`config.mk`:
```
export PLATFORM = sky130hd
export DESIGN_NAME = div_nbits
export DESIGN_NICKNAME = d
export VERILOG_FILES = /design/src/rtl/calc_pkg.sv /design/src/rtl/sub_nbits.sv /design/src/rtl/div_nbits.sv
export SDC_FILE = /design/constraint.sdc
export NUM_CORES = 1
export LEC_CHECK = 0
export BUFFER_PORTS_ARGS = -buffer_cell sky130_fd_sc_hd__buf_4
export CELL_PAD_IN_SITES_DETAIL_PLACEMENT = 0
export CELL_PAD_IN_SITES_GLOBAL_PLACEMENT = 2
export CORE_UTILIZATION = 36
export CTS_CLUSTER_DIAMETER = 100
export CTS_CLUSTER_SIZE = 24
export DETAILED_ROUTE_END_ITERATION = 10
export PLACE_DENSITY = 0.79
export SLEW_MARGIN = 20
export SYNTH_ARGS = -nofsm -noshare
export SYNTH_HDL_FRONTEND = slang
export SYNTH_SLANG_ARGS = --single-unit
```
`constraint.sdc`:
```
create_clock -name clk_i -period 2.8 [get_ports clk_i]
set_input_delay 0.14 -clock clk_i [delete_from_list [all_inputs] [get_ports clk_i]]
set_output_delay 0.14 -clock clk_i [all_outputs]
set_load 0.01 [all_outputs]
```
`src/rtl/calc_pkg.sv`:
```
// rtl/calc_pkg.sv - shared calculator package: divider FSM encoding and default operand width
package calc_pkg;

  localparam int DIV_WIDTH = 8;

  typedef enum logic [1:0] {
    IDLE = 2'd0,
    RUN  = 2'd1,
    DONE = 2'd2
  } div_state_e;

endpackage

```
`src/rtl/sub_nbits.sv`:
```
// rtl/sub_nbits.sv - unsigned n-bit subtractor, d = a - b, cout high when no borrow
module sub_nbits #(
  parameter int width = 8
) (
  input  logic [width-1:0] a_i,
  input  logic [width-1:0] b_i,
  output logic [width-1:0] d_o,
  output logic             cout_o
);

  assign {cout_o, d_o} = {1'b0, a_i} + {1'b0, ~b_i} + (width+1)'(1);

endmodule

```
`src/rtl/div_nbits.sv`:
```
// rtl/div_nbits.sv - sequential restoring divider, one quotient bit per clock
module div_nbits
  import calc_pkg::*;
#(
  parameter int width = DIV_WIDTH
) (
  input  logic             clk_i,
  input  logic             rst_n_i,
  input  logic             start_i,
  input  logic [width-1:0] a_i,
  input  logic [width-1:0] b_i,
  output logic             busy_o,
  output logic             done_o,
  output logic [width-1:0] q_o,
  output logic [width-1:0] r_o,
  output logic             dbz_o
);

  localparam int CW = $clog2(width) + 1;
  localparam logic [CW-1:0] LAST = CW'(width - 1);

  div_state_e       state;
  logic [CW-1:0]    cnt;
  logic [width-1:0] rem;
  logic [width-1:0] quo;
  logic [width-1:0] dvsr;
  logic             dbz_pend;

  logic [width:0]   rem_shift;
  logic [width:0]   trial;
  logic             unused_cout;
  logic [width-1:0] next_rem;
  logic [width-1:0] next_quo;

  // Quotient register doubles as the dividend shifter: its MSB feeds the remainder.
  assign rem_shift = {rem, quo[width-1]};

  sub_nbits #(.width(width + 1)) u_trial (
    .a_i    (rem_shift),
    .b_i    ({1'b0, dvsr}),
    .d_o    (trial),
    .cout_o (unused_cout)
  );

  assign next_rem = trial[width] ? rem_shift[width-1:0] : trial[width-1:0];
  assign next_quo = {quo[width-2:0], ~trial[width]};

  always_ff @(posedge clk_i or negedge rst_n_i) begin
    if (!rst_n_i) begin
      state    <= IDLE;
      busy_o   <= 1'b0;
      done_o   <= 1'b0;
      q_o      <= '0;
      r_o      <= '0;
      dbz_o    <= 1'b0;
      cnt      <= '0;
      rem      <= '0;
      quo      <= '0;
      dvsr     <= '0;
      dbz_pend <= 1'b0;
    end else begin
      done_o <= 1'b0;
      case (state)
        IDLE, DONE: begin
          if (start_i) begin
            quo      <= a_i;
            dvsr     <= b_i;
            rem      <= '0;
            cnt      <= '0;
            dbz_pend <= (b_i == '0);
            busy_o   <= 1'b1;
            state    <= RUN;
          end else begin
            state <= IDLE;
          end
        end
        RUN: begin
          // A zero divisor spends its single latency cycle here without stepping.
          if (dbz_pend) begin
            state  <= DONE;
            busy_o <= 1'b0;
            done_o <= 1'b1;
            q_o    <= '1;
            r_o    <= quo;
            dbz_o  <= 1'b1;
          end else begin
            rem <= next_rem;
            quo <= next_quo;
            cnt <= cnt + CW'(1);
            if (cnt == LAST) begin
              state  <= DONE;
              busy_o <= 1'b0;
              done_o <= 1'b1;
              q_o    <= next_quo;
              r_o    <= next_rem;
              dbz_o  <= 1'b0;
            end
          end
        end
        default: state <= IDLE;
      endcase
    end
  end

endmodule

```
### Yosys cells after proc, flatten, opt, wreduce, memory -nomap -nowiden

Cells that the tools add are included.

| word-level totals | value |
|---|---|
| logic and storage cells | 57 |
| bits in latches | 0 |
| bits in read-only memories | 0 |
| register bits after elaboration | 50 |
| memories | 0 |
| RAM bits | 0 |

| operators by class | value |
|---|---|
| reduce and logical (&&, ||, !) cells | 9 |
| $mul | 0 |
| mux-type cells | 26 |
| add/subtract/negate cells | 3 |
| equality and inequality tests | 6 |
| bitwise gates (word level) | 2 |
| div/mod/pow operators | 0 |
| shifts and indexed selects | 0 |
| magnitude comparators | 0 |

Operators with widths:

| kind | count |
|---|---|
| 2-to-1 mux 8 bit | 9 |
| one-hot mux 8 bit (2 select lines) | 2 |
| adder 9 x 1 -> 9 bit, second input constant | 1 |
| adder 9 bit | 1 |
| inverter 8 -> 9 bit | 1 |
| zero test 8 bit | 1 |
| 2-to-1 mux 1 bit | 8 |
| 2-to-1 mux 4 bit | 2 |
| one-hot mux 4 bit (2 select lines) | 1 |
| AND reduction 3 bit | 2 |
| adder 4 x 1 -> 4 bit, second input constant | 1 |
| == test 4 x 3 -> 1 bit, second input constant | 1 |
| 2-to-1 mux 2 bit | 2 |
| != test 2 bit, second input constant | 2 |
| one-hot mux 2 bit (2 select lines) | 1 |
| AND reduction 2 bit | 2 |
| nonzero test 2 bit | 2 |
| != test 3 bit, second input constant | 1 |
| == test 2 x 1 -> 1 bit, second input constant | 1 |
| == test 2 bit, second input constant | 1 |
| zero test 2 bit | 1 |
| one-hot mux 1 bit (2 select lines) | 1 |
| OR reduction 2 bit | 1 |
| inverter 1 bit | 1 |

### Logic depth before layout (Yosys ltp)

Gate-level depths: netlist of run 1.

| depth | value |
|---|---|
| depth after elaboration | 6 |
| mapped depth | 11 |
| gate-level depth less buffers | 10 |

### By module

A second synthesis of run 1 with hierarchy kept.

| unflattened totals | value |
|---|---|
| cells, all modules | 256 |
| area total of the unflattened synthesis | 2620.0 µm² |

Modules (own cells, without submodules):

| module | area each (µm²) | cells each | seq. area each (µm²) | instances |
|---|---|---|---|---|
| div_nbits | 2237.1 | 204 | 1251.2 | 1 |
| sub_nbits | 382.9 | 52 | 0.0 | 1 |

### Worst setup path after synthesis of run 1

No wires, ideal clock.

| timing | value |
|---|---|
| path kind | reg-to-reg |
| start | reg quo[7] |
| end | reg rem[5] |
| slack | 0.477 ns |
| data required time | 2.662 ns |
| arrival time | 2.185 ns |
| period minus slack after synthesis | 2.323 ns |
| cell stages (with the launch flop) | 12 |
| cells stage by stage | dfrtp_1 -> inv_1 -> ha_1 -> inv_1 -> fa_1 -> a211oi_2 -> nor3_2 -> mux2_4 -> nand2_4 -> buf_12 -> mux2i_1 -> o22ai_1 |

| on the way | value |
|---|---|
| cells in the longest elaborated chain, start to end | 5 |

Ends and longest elaborated chain:

| element | RTL line | text |
|---|---|---|
| start: declaration | div_nbits.sv:25 | `logic [width-1:0] quo;` |
| start signal: assignment | div_nbits.sv:66 | `quo <= a_i;` |
| start signal: assignment | div_nbits.sv:88 | `quo <= next_quo;` |
| adder 9 bit | sub_nbits.sv:11 | `assign {cout_o, d_o} = {1'b0, a_i} + {1'b0, ~b_i} + (width+1)'(1);` |
| adder 9 x 1 -> 9 bit | sub_nbits.sv:11 |  |
| 2-to-1 mux 8 bit | div_nbits.sv:45 | `assign next_rem = trial[width] ? rem_shift[width-1:0] : trial[width-1:0];` |
| 2-to-1 mux 8 bit | div_nbits.sv:79 | `if (dbz_pend) begin` |
| one-hot mux 8 bit (2 select lines) | div_nbits.sv:63 | `case (state)` |
| end signal: assignment | div_nbits.sv:87 | `rem <= next_rem;` |
| end: declaration | div_nbits.sv:24 | `logic [width-1:0] rem;` |

No other way between the ends. The select of a mux whose other input is x is not followed.
A chain may end at the register's enable or synchronous reset.

### Worst setup path in the final report of run 1

| timing | value |
|---|---|
| start | reg quo[7] |
| end | reg r_o[0] |

| on the way | value |
|---|---|
| cells in the longest elaborated chain, start to end | 5 |

Ends and longest elaborated chain:

| element | RTL line | text |
|---|---|---|
| adder 9 bit | sub_nbits.sv:11 |  |
| adder 9 x 1 -> 9 bit | sub_nbits.sv:11 |  |
| 2-to-1 mux 8 bit (*) | div_nbits.sv:45 |  |
| 2-to-1 mux 8 bit (*) | div_nbits.sv:90 | `if (cnt == LAST) begin` |
| 2-to-1 mux 8 bit (*) | div_nbits.sv:79 |  |
| end signal: assignment | div_nbits.sv:84 | `r_o <= quo;` |
| end signal: assignment | div_nbits.sv:95 | `r_o <= next_rem;` |
| end: declaration | div_nbits.sv:15 | `output logic [width-1:0] r_o,` |

Mark *: on every way between the ends. The rest lies on a longest branch, timed or not. The select of a mux whose other input is x is not followed.

==> results.py, run 1 <==
metrics = {
    "global_routing": {
        "overflow": 0,
        "grt_first_pass_wirelength_um": 9625,
        "grt_max_degree": 51,
        "grt_pass1_vias": 1941,
        "globalRouteTotalUtil": 0.1698,
        "antenna_found_initial": 0,
    },
    "drt": {
        "via_count": 1894,
        "via_per_inst": 5.051,
        "wl_per_cell_um": 15.43,
        "drtAntennaViolNets": 0,
        "drc": 0,
        "dr.pass1.iters": 4,
        "routed_wl_um": 5788,
        "dr.first_iter.drc_count": 86,
    },
    "synth": {
        "synth_top_area_frac": 0.4968,
        "syn-cell-area_mm2": 0.002519,
        "synth-seq-cells": 50,
        "synth_seq_area_share": 0.4968,
        "avgSynthCellArea_um2": 10.63,
        "yosysTopAreaCell": "dfrtp_1",
        "syn_inst": 237,
        "yosysWarnings": 0,
        "yosysUniqueCellTypes": 40,
        "synth_area_leaders": "dfrtp_1 50%, mux2i_1 5.6%, ha_1 4.5%, a21oi_1 4.4%, mux2_2 3.6%",
        "synth_nets": 266,
        "synth_edf_count": 0,
        "ys.flop_type": "dfrtp_1",
        "synthArstFlopShare": 1.000,
    },
    "pwr": {
        "vdd_drop_max_mv": 0.4372,
        "power_density_mw_per_mm2": 1371,
        "p_leak_nw": 1.426,
    },
    "placed_design": {
        "pre_cts_slack_ns": 0.3049,
        "dpl.hpwl_um": 4198,
        "dp.cells": 365,
        "place_congestion": 0.7583,
        "portBuffers": 37,
    },
    "clock_tree": {
        "cts_root_buffer": "clkbuf_8",
        "post_cts_buffers": 0,
        "cts_tree": "yes",
        "clock-sinks": 50,
        "cts_buffer_depth": 2,
        "clk_pin_slew_ns": 0.10,
        "htreeDepth": 2,
        "cts_buffers": 5,
        "clk_latency_ns": 0.31,
    },
    "timing": {
        "fmax_mhz": 399.1,
        "max_slew_margin": 0.5158,
        "finalSetupViolations": 0,
        "rsz0062_at_grt": "no",
        "holdWs_ns": 0.06740,
        "tns_ns": 0,
        "hold_viol": 0,
        "min_period_ns": 2.506,
        "finClkSkew_ns": 0.01282,
        "tightest_slew_ns": 0.7208,
        "timing.final.ws_setup_ns": 0.2944,
        "report.final.slew_viol_count": 0,
        "period_share": 0.8949,
    },
    "critical_path": {
        "path_max_fanout": 12,
        "arrival_ns": 2.75,
        "cp-start-kind": "flop",
        "path_cells": "inv_1 -> ha_1 -> inv_1 -> fa_1 -> a211oi_2 -> nor3_2 -> mux2_4 -> nand2_4 -> mux2_4 -> a21oi_1",
        "max_stage_delay_ns": 0.43,
        "worst-setup-path-type": "flop to flop",
        "crit_slowest_cell": "fa_1",
        "cp.required_ns": 3.04,
        "endpoint_kind": "flop",
    },
    "floorplan": {
        "rows": 30,
        "io_pins": 38,
        "dieArea_mm2": 0.007335,
        "dieWidth_um": 85.65,
        "start_util": 0.3707,
        "die_h_um": 85.65,
        "core_mm2": 0.006794,
    },
    "layout": {
        "stdcell_count": 375,
        "area_delta_synth_final_pct": 19.42,
        "fillers": 673,
        "drive_gt1_frac": 0.2437,
        "diodes": 0,
        "nets": 307,
    },
    "run": {
        "maxCapViolations": 0,
    },
    "run_status": {
        "outcome": "complete, no violations",
    },
    "hold_path": {
        "hp-class": "input port to flop",
    },
}
layout make-up:
| cell class | instances | area, µm² | share of cell area |
|---|---|---|---|
| multi-input cells | 161 | 1149 | 0.3819 |
| clock inverters | 3 | 23.77 | 0.007904 |
| well taps | 96 | 120.1 | 0.03993 |
| inverters | 16 | 60.06 | 0.01997 |
| clock buffers | 5 | 68.82 | 0.02288 |
| repair buffers | 44 | 335.3 | 0.1115 |
| flip-flops and latches | 50 | 1251 | 0.4160 |
cell usage after synthesis, types with 2 or more instances:
master / number
o21ai_1: 10
nand3_1: 7
nand2_1: 20
nor2b_1: 2
o22a_1: 10
nand4b_1: 2
mux2_2: 8
inv_1: 16
nor2_1: 10
mux2i_1: 14
ha_1: 9
a21oi_1: 22
xnor2_1: 2
a211oi_2: 2
nor3_1: 2
o21ai_0: 6
nand2b_1: 4
dfrtp_1: 50
nor4_1: 2
xor2_1: 5
a32oi_1: 2
buf_2: 4
clkbuf_1: 4
mux2_4: 2
o22ai_1: 7
state kept, by name, summed over array words and instances, names as in the netlist, 2 cells and up:
| name | flops |
|---|---|
| cnt | 4 |
| dvsr | 8 |
| q_o | 8 |
| quo | 8 |
| r_o | 8 |
| rem | 8 |
| state | 2 |
stage by stage:
step	instance area (µm²)	util	total power, W
finish	3008	0.4427	0.004125
global placement	2895	0.4262	0.003705
floorplan	2519	-	0.003129
detailed placement	2895	0.4262	0.003716
CTS	3008	0.4427	0.004168
global route	3008	0.4427	0.004486
path summary, 6_finish.rpt:
check | end | cells after the start | startpoint | slack (ns)
setup / recovery | r_o[0] | 10 | quo[7] | 0.29
min in group asynchronous | quo[6] | 2 | rst_n_i | 0.39
hold / removal | dvsr[4] | 2 | b_i[4] | 0.07
hold reg to reg | busy_o | 2 | busy_o | 0.50
setup reg to reg | r_o[0] | 10 | quo[7] | 0.29
max in group asynchronous | q_o[5] | 2 | rst_n_i | 1.97
power breakdown:
part           switching [W]  leakage [nW]  internal (W)
clock               0.000260        0.0408      0.000179
combinational        0.00125         0.781       0.00111
sequential          0.000262         0.604       0.00107
total                0.00177          1.43       0.00235
cells by family after synthesis:
| kind of cell | synth area share |
|---|---|
| AO/OA/AOI/OAI | 0.1754 |
| XOR/XNOR | 0.02434 |
| adder cells (fa/ha/maj) | 0.05266 |
| buffers and inverters | 0.04719 |
| flip-flops | 0.4968 |
| multiplexers | 0.1033 |
| AND/OR/NAND/NOR | 0.1003 |
repair_timing:
action	in CTS	in global routing
endpoints found under the hold margin	51	0
hold buffers	2	0
gates resized for setup	0	0
layer usage:
metal,vias up,GRT usage,part of all wire
met2,59,0.2800,0.45
met5,-,0,0
met3,10,0.02791,0.050
met1,896,0.2288,0.48
li1,929,-,-
met4,0,0.05455,0.016
critical path: cells and delay by family, from the launching register on:
kind | cells | cell delay, ns
adders and majority gates | 2 | 0.60
muxes | 2 | 0.65
buffers and inverters | 2 | 0.15
AOI/OAI and AO/OA | 2 | 0.41
DFF | 1 | 0.39
and+or+nand+nor | 2 | 0.25
cell usage in the layout (no fill, tap or decap), types with 2 or more instances in the layout:
cell type       n
dfrtp_1        50
buf_4          42
a21oi_1        22
nand2_1        20
inv_1          16
mux2i_1        14
nor2_1         10
o21ai_1        10
o22a_1         10
ha_1            9
mux2_2          8
nand3_1         7
o22ai_1         7
o21ai_0         6
xor2_1          5
clkbuf_8        5
nand2b_1        4
nor2b_1         2
nand4b_1        2
a211oi_2        2
xnor2_1         2
mux2_4          2
nor3_1          2
a32oi_1         2
nor4_1          2
clkinvlp_4      2
dlygate4sd3_1   2
Power figures use the tool's default switching activity.
==> run 2: changes to the inputs <==
--- a/config.mk
+++ b/config.mk
@@ -12,6 +12,7 @@
 export CTS_CLUSTER_DIAMETER = 100
 export CTS_CLUSTER_SIZE = 24
 export DETAILED_ROUTE_END_ITERATION = 10
+export HOLD_SLACK_MARGIN = 0.15
 export PLACE_DENSITY = 0.79
 export SLEW_MARGIN = 20
 export SYNTH_ARGS = -nofsm -noshare
==> results.py, run 2 (synthesized netlist as in run 1, its figures left out) <==
metrics = {
    "global_routing": {
        "globalRouteTotalUtil": 0.1729,
        "grt_pass1_vias": 2000,
        "grt_first_pass_wirelength_um": 9791,
        "antenna_found_initial": 0,
        "grt_max_degree": 51,
        "overflow": 0,
    },
    "clock_tree": {
        "cts_tree": "yes",
        "cts_root_buffer": "clkbuf_8",
        "cts_buffers": 5,
        "htreeDepth": 2,
        "post_cts_buffers": 0,
        "clk_latency_ns": 0.31,
        "clk_pin_slew_ns": 0.11,
        "cts_resized": 0,
        "clock-sinks": 50,
        "cts_buffer_depth": 2,
    },
    "timing": {
        "report.final.slew_viol_count": 0,
        "period_share": 0.8936,
        "min_period_ns": 2.502,
        "rsz0062_at_grt": "no",
        "max_slew_margin": 0.5130,
        "hold_viol": 0,
        "tns_ns": 0,
        "timing.final.ws_setup_ns": 0.2978,
        "finClkSkew_ns": 0.01465,
        "tightest_slew_ns": 0.7249,
        "fmax_mhz": 399.7,
        "finalSetupViolations": 0,
    },
    "critical_path": {
        "crit_slowest_cell": "fa_1",
        "crit_buf_inv": 2,
        "cp-start-kind": "flop",
        "endpoint_kind": "flop",
        "worstRegToRegCells": 10,
        "crit_family": "multiplexers",
        "max_stage_delay_ns": 0.43,
        "path_cells": "inv_1 -> ha_1 -> inv_1 -> fa_1 -> a211oi_2 -> nor3_2 -> mux2_4 -> nand2_4 -> mux2_4 -> a21oi_1",
        "path_max_fanout": 12,
        "worst-setup-path-type": "flop to flop",
        "arrival_ns": 2.75,
        "r2r_setup_slack_ns": 0.30,
        "cp.required_ns": 3.05,
        "cp.depth": 10,
    },
    "pwr": {
        "power_density_mw_per_mm2": 1316,
        "vdd_drop_max_mv": 0.4417,
        "total_power_w": 0.004144,
        "p_leak_nw": 1.484,
    },
    "floorplan": {
        "io_pins": 38,
        "core_mm2": 0.006794,
        "die_h_um": 85.65,
        "dieArea_mm2": 0.007335,
        "rows": 30,
        "start_util": 0.3707,
        "dieWidth_um": 85.65,
    },
    "placed_design": {
        "place_congestion": 0.7583,
        "pre_cts_slack_ns": 0.3049,
        "place_area_mm2": 0.002895,
        "dpl.hpwl_um": 4198,
        "portBuffers": 37,
    },
    "drt": {
        "drtAntennaViolNets": 0,
        "wl_per_cell_um": 15.22,
        "routed_wl_um": 5919,
        "dr.pass1.iters": 4,
        "via_count": 1942,
        "via_per_inst": 4.992,
        "dr.first_iter.drc_count": 86,
        "drc": 0,
    },
    "layout": {
        "fillers": 662,
        "diodes": 0,
        "area_delta_synth_final_pct": 24.99,
        "nets": 321,
        "final_area_mm2": 0.003148,
        "drive_gt1_frac": 0.2321,
        "multi_input_area_mm2": 0.001149,
        "final-seq-area_mm2": 0.001251,
        "final_cell_mix": "50 x dfrtp_1, 42 x buf_4, 22 x a21oi_1",
        "final_common_cell": "dfrtp_1",
    },
    "hold_path": {
        "hold_depth": 3,
        "hp-class": "input port to flop",
    },
    "run": {
        "maxCapViolations": 0,
    },
    "run_status": {
        "outcome": "complete, no violations",
    },
}
==> run 2: cell types whose count changed in the layout (fill, tap and decap cells not counted) <==
cell / delta
dlygate4sd3_1: +14
==> run 2: path summary, 6_finish.rpt <==
| check | from | endpoint |
|---|---|---|
| worst max-delay path | quo[7] | r_o[0] |
| max in group asynchronous | rst_n_i | q_o[5] |
| worst max register to register | quo[7] | r_o[0] |
| worst min-delay path | a_i[0] | quo[0] |
| min in group asynchronous | rst_n_i | quo[6] |
| worst min register to register | busy_o | busy_o |
==> run 2: per-layer routing <==
metal / vias to the layer above / wire length, µm / global-route usage
met5: - / 0 / 0
met4: 0 / 91 / 0.05455
met3: 10 / 259 / 0.02791
met2: 58 / 2706 / 0.2909
met1: 917 / 2862 / 0.2288
li1: 957 / - / -
==> run 2: stage by stage <==
step,util,std cells,hold WS [ns]
finish,0.4634,389,0.1709
floorplan,-,237,-0.1556
CTS,0.4634,389,0.1624
global placement,0.4262,365,0.2109
global route,0.4634,389,0.2334
detailed placement,0.4262,365,0.2088
==> run 2: repair_timing <==
item	in CTS	in global routing
hold endpoints to repair	66	0
setup endpoints to repair	0	0
hold buffers	16	0
==> run 2: worst reg2reg max path: cells and delay by family, from the launching register on <==
family	cells	cell delay [ns]
AND/OR/NAND/NOR	2	0.25
multiplexers	2	0.65
adder cells (fa/ha/maj)	2	0.60
AO/OA/AOI/OAI	2	0.41
flip-flops	1	0.39
buffers and inverters	2	0.15
==> run 2: power by group <==
part / switching [W] / internal, W / leakage [nW]
sequential: 0.000262 / 0.00107 / 0.604
combinational: 0.00126 / 0.00112 / 0.839
clock: 0.000260 / 0.000179 / 0.0408
==> run 2: cell type report <==
cell class,count,area share
well taps,96,0.03816
clock buffers,5,0.02186
repair buffers,58,0.1510
flip-flops and latches,50,0.3975
clock inverters,3,0.007552
multi-input cells,161,0.3649
inverters,16,0.01908
==> run 3: changes to the inputs <==
--- a/config.mk
+++ b/config.mk
@@ -5,13 +5,13 @@
 export SDC_FILE = /design/constraint.sdc
 export NUM_CORES = 1
 export LEC_CHECK = 0
-export BUFFER_PORTS_ARGS = -buffer_cell sky130_fd_sc_hd__buf_4
 export CELL_PAD_IN_SITES_DETAIL_PLACEMENT = 0
 export CELL_PAD_IN_SITES_GLOBAL_PLACEMENT = 2
-export CORE_UTILIZATION = 36
+export CORE_UTILIZATION = 40
 export CTS_CLUSTER_DIAMETER = 100
 export CTS_CLUSTER_SIZE = 24
 export DETAILED_ROUTE_END_ITERATION = 10
+export DONT_BUFFER_PORTS = 1
 export HOLD_SLACK_MARGIN = 0.15
 export PLACE_DENSITY = 0.79
 export SLEW_MARGIN = 20
==> results.py, run 3 (synthesized netlist as in run 1, its figures left out) <==
metrics = {
    "drt": {
        "dr.first_iter.drc_count": 118,
        "via_per_inst": 5.469,
        "routed_wl_um": 5803,
        "drtAntennaViolNets": 0,
        "dr.pass1.iters": 4,
        "drc": 0,
        "via_count": 1832,
        "wl_per_cell_um": 17.32,
    },
    "global_routing": {
        "grt_first_pass_wirelength_um": 9515,
        "globalRouteTotalUtil": 0.1955,
        "antenna_found_initial": 0,
        "grt_pass1_vias": 1852,
        "grt_max_degree": 51,
        "overflow": 0,
    },
    "placed_design": {
        "dpl.hpwl_um": 4087,
        "place_congestion": 0.8026,
        "portBuffers": 0,
    },
    "timing": {
        "report.final.slew_viol_count": 0,
        "rsz0062_at_grt": "no",
        "tightest_slew_ns": 0.6552,
        "max_slew_margin": 0.5598,
        "holdWs_ns": 0.1939,
        "tns_ns": 0,
        "min_period_ns": 2.580,
        "period_share": 0.9214,
        "finalSetupViolations": 0,
        "finClkSkew_ns": 0.007307,
        "fmax_mhz": 387.6,
        "hold_viol": 0,
    },
    "clock_tree": {
        "cts_buffer_depth": 2,
        "clock-sinks": 50,
        "cts_buffers": 5,
        "clk_latency_ns": 0.31,
        "ctsHoldBuffers": 19,
        "clk_pin_slew_ns": 0.10,
        "htreeDepth": 2,
        "cts_root_buffer": "clkbuf_8",
        "cts_tree": "yes",
        "post_cts_buffers": 0,
        "cts_resized": 0,
    },
    "run_status": {
        "outcome": "complete, no violations",
    },
    "critical_path": {
        "worst-setup-path-type": "flop to flop",
        "crit_slowest_cell": "fa_1",
        "cp-start-kind": "flop",
        "cp.required_ns": 3.04,
        "path_cells": "inv_1 -> ha_1 -> inv_1 -> fa_1 -> a211oi_2 -> nor3_2 -> mux2_4 -> nand2_4 -> mux2_4 -> a21oi_1",
        "arrival_ns": 2.82,
        "path_max_fanout": 12,
        "max_stage_delay_ns": 0.43,
        "endpoint_kind": "flop",
    },
    "layout": {
        "final_util": 0.4887,
        "nets": 288,
        "diodes": 0,
        "final_cell_mix": "50 x dfrtp_1, 22 x a21oi_1, 20 x nand2_1",
        "area_delta_synth_final_pct": 16.24,
        "drive_gt1_frac": 0.1269,
        "final_common_cell": "dfrtp_1",
    },
    "pwr": {
        "vdd_drop_max_mv": 0.5799,
        "p_leak_nw": 1.351,
        "power_density_mw_per_mm2": 1389,
    },
    "floorplan": {
        "dieArea_mm2": 0.006618,
        "dieWidth_um": 81.35,
        "io_pins": 38,
        "start_util": 0.4204,
        "core_mm2": 0.005991,
        "die_h_um": 81.35,
        "rows": 28,
    },
    "run": {
        "maxCapViolations": 0,
    },
    "hold_path": {
        "hp-class": "input port to flop",
    },
}
run 3: cell count changes in the layout (fill, tap and decap cells not counted):
cell	delta
buf_16	+1
buf_4	-36
bufinv_16	+1
clkbuf_8	+1
clkinvlp_4	-2
dlygate4sd3_1	+2
run 3: stage by stage:
step / power, W / worst slack, ns / instance area [µm²] / cells
floorplan: 0.003129 / 0.4770 / 2519 / 237
global placement: 0.003504 / 0.3516 / 2599 / 308
detailed placement: 0.003497 / 0.2719 / 2599 / 308
CTS: 0.004106 / 0.2327 / 2928 / 335
global route: 0.004428 / 0.1060 / 2928 / 335
finish: 0.004068 / 0.2201 / 2928 / 335
run 3: worst max-delay path, delay by kind of cell (launching register included):
family                     cells  cell delay, ns
muxes                          2            0.64
AOI/OAI and AO/OA              2            0.43
buffers and inverters          2            0.16
and+or+nand+nor                2            0.25
adders and majority gates      2            0.62
DFF                            1            0.39
run 3: layout make-up:
| type | count | area (µm²) |
|---|---|---|
| fill | 560 | 3063 |
| sequential | 50 | 1251 |
| multi-input combinational | 161 | 1149 |
| timing repair buffer | 25 | 252.7 |
| tap | 75 | 93.84 |
| clock buffer | 6 | 82.58 |
| inverter | 16 | 60.06 |
| clock inverter | 2 | 38.79 |
run 3: routing by layer:
layer / global-route usage / routed length [µm] / up-vias
li1: - / - / 898
met1: 0.2624 / 2751 / 897
met2: 0.3100 / 2730 / 30
met3: 0.05056 / 255 / 7
met4: 0.05357 / 65 / 0
met5: 0 / 0 / -
run 3: final timing paths:
path | start | endpoint | slack (ns) | cells past startpoint
min in group asynchronous | rst_n_i | cnt[3] | 0.33 | 2
min | start_i | busy_o | 0.19 | 3
max in group asynchronous | rst_n_i | dbz_pend | 2.23 | 2
min reg2reg | cnt[0] | cnt[0] | 0.51 | 1
max | quo[7] | r_o[0] | 0.22 | 10
max reg2reg | quo[7] | r_o[0] | 0.22 | 10
run 3: report_power, final:
group	internal [W]	leakage [nW]	switching, W
combinational	0.000966	0.685	0.00115
sequential	0.00107	0.604	0.000334
clock	0.000294	0.0618	0.000254
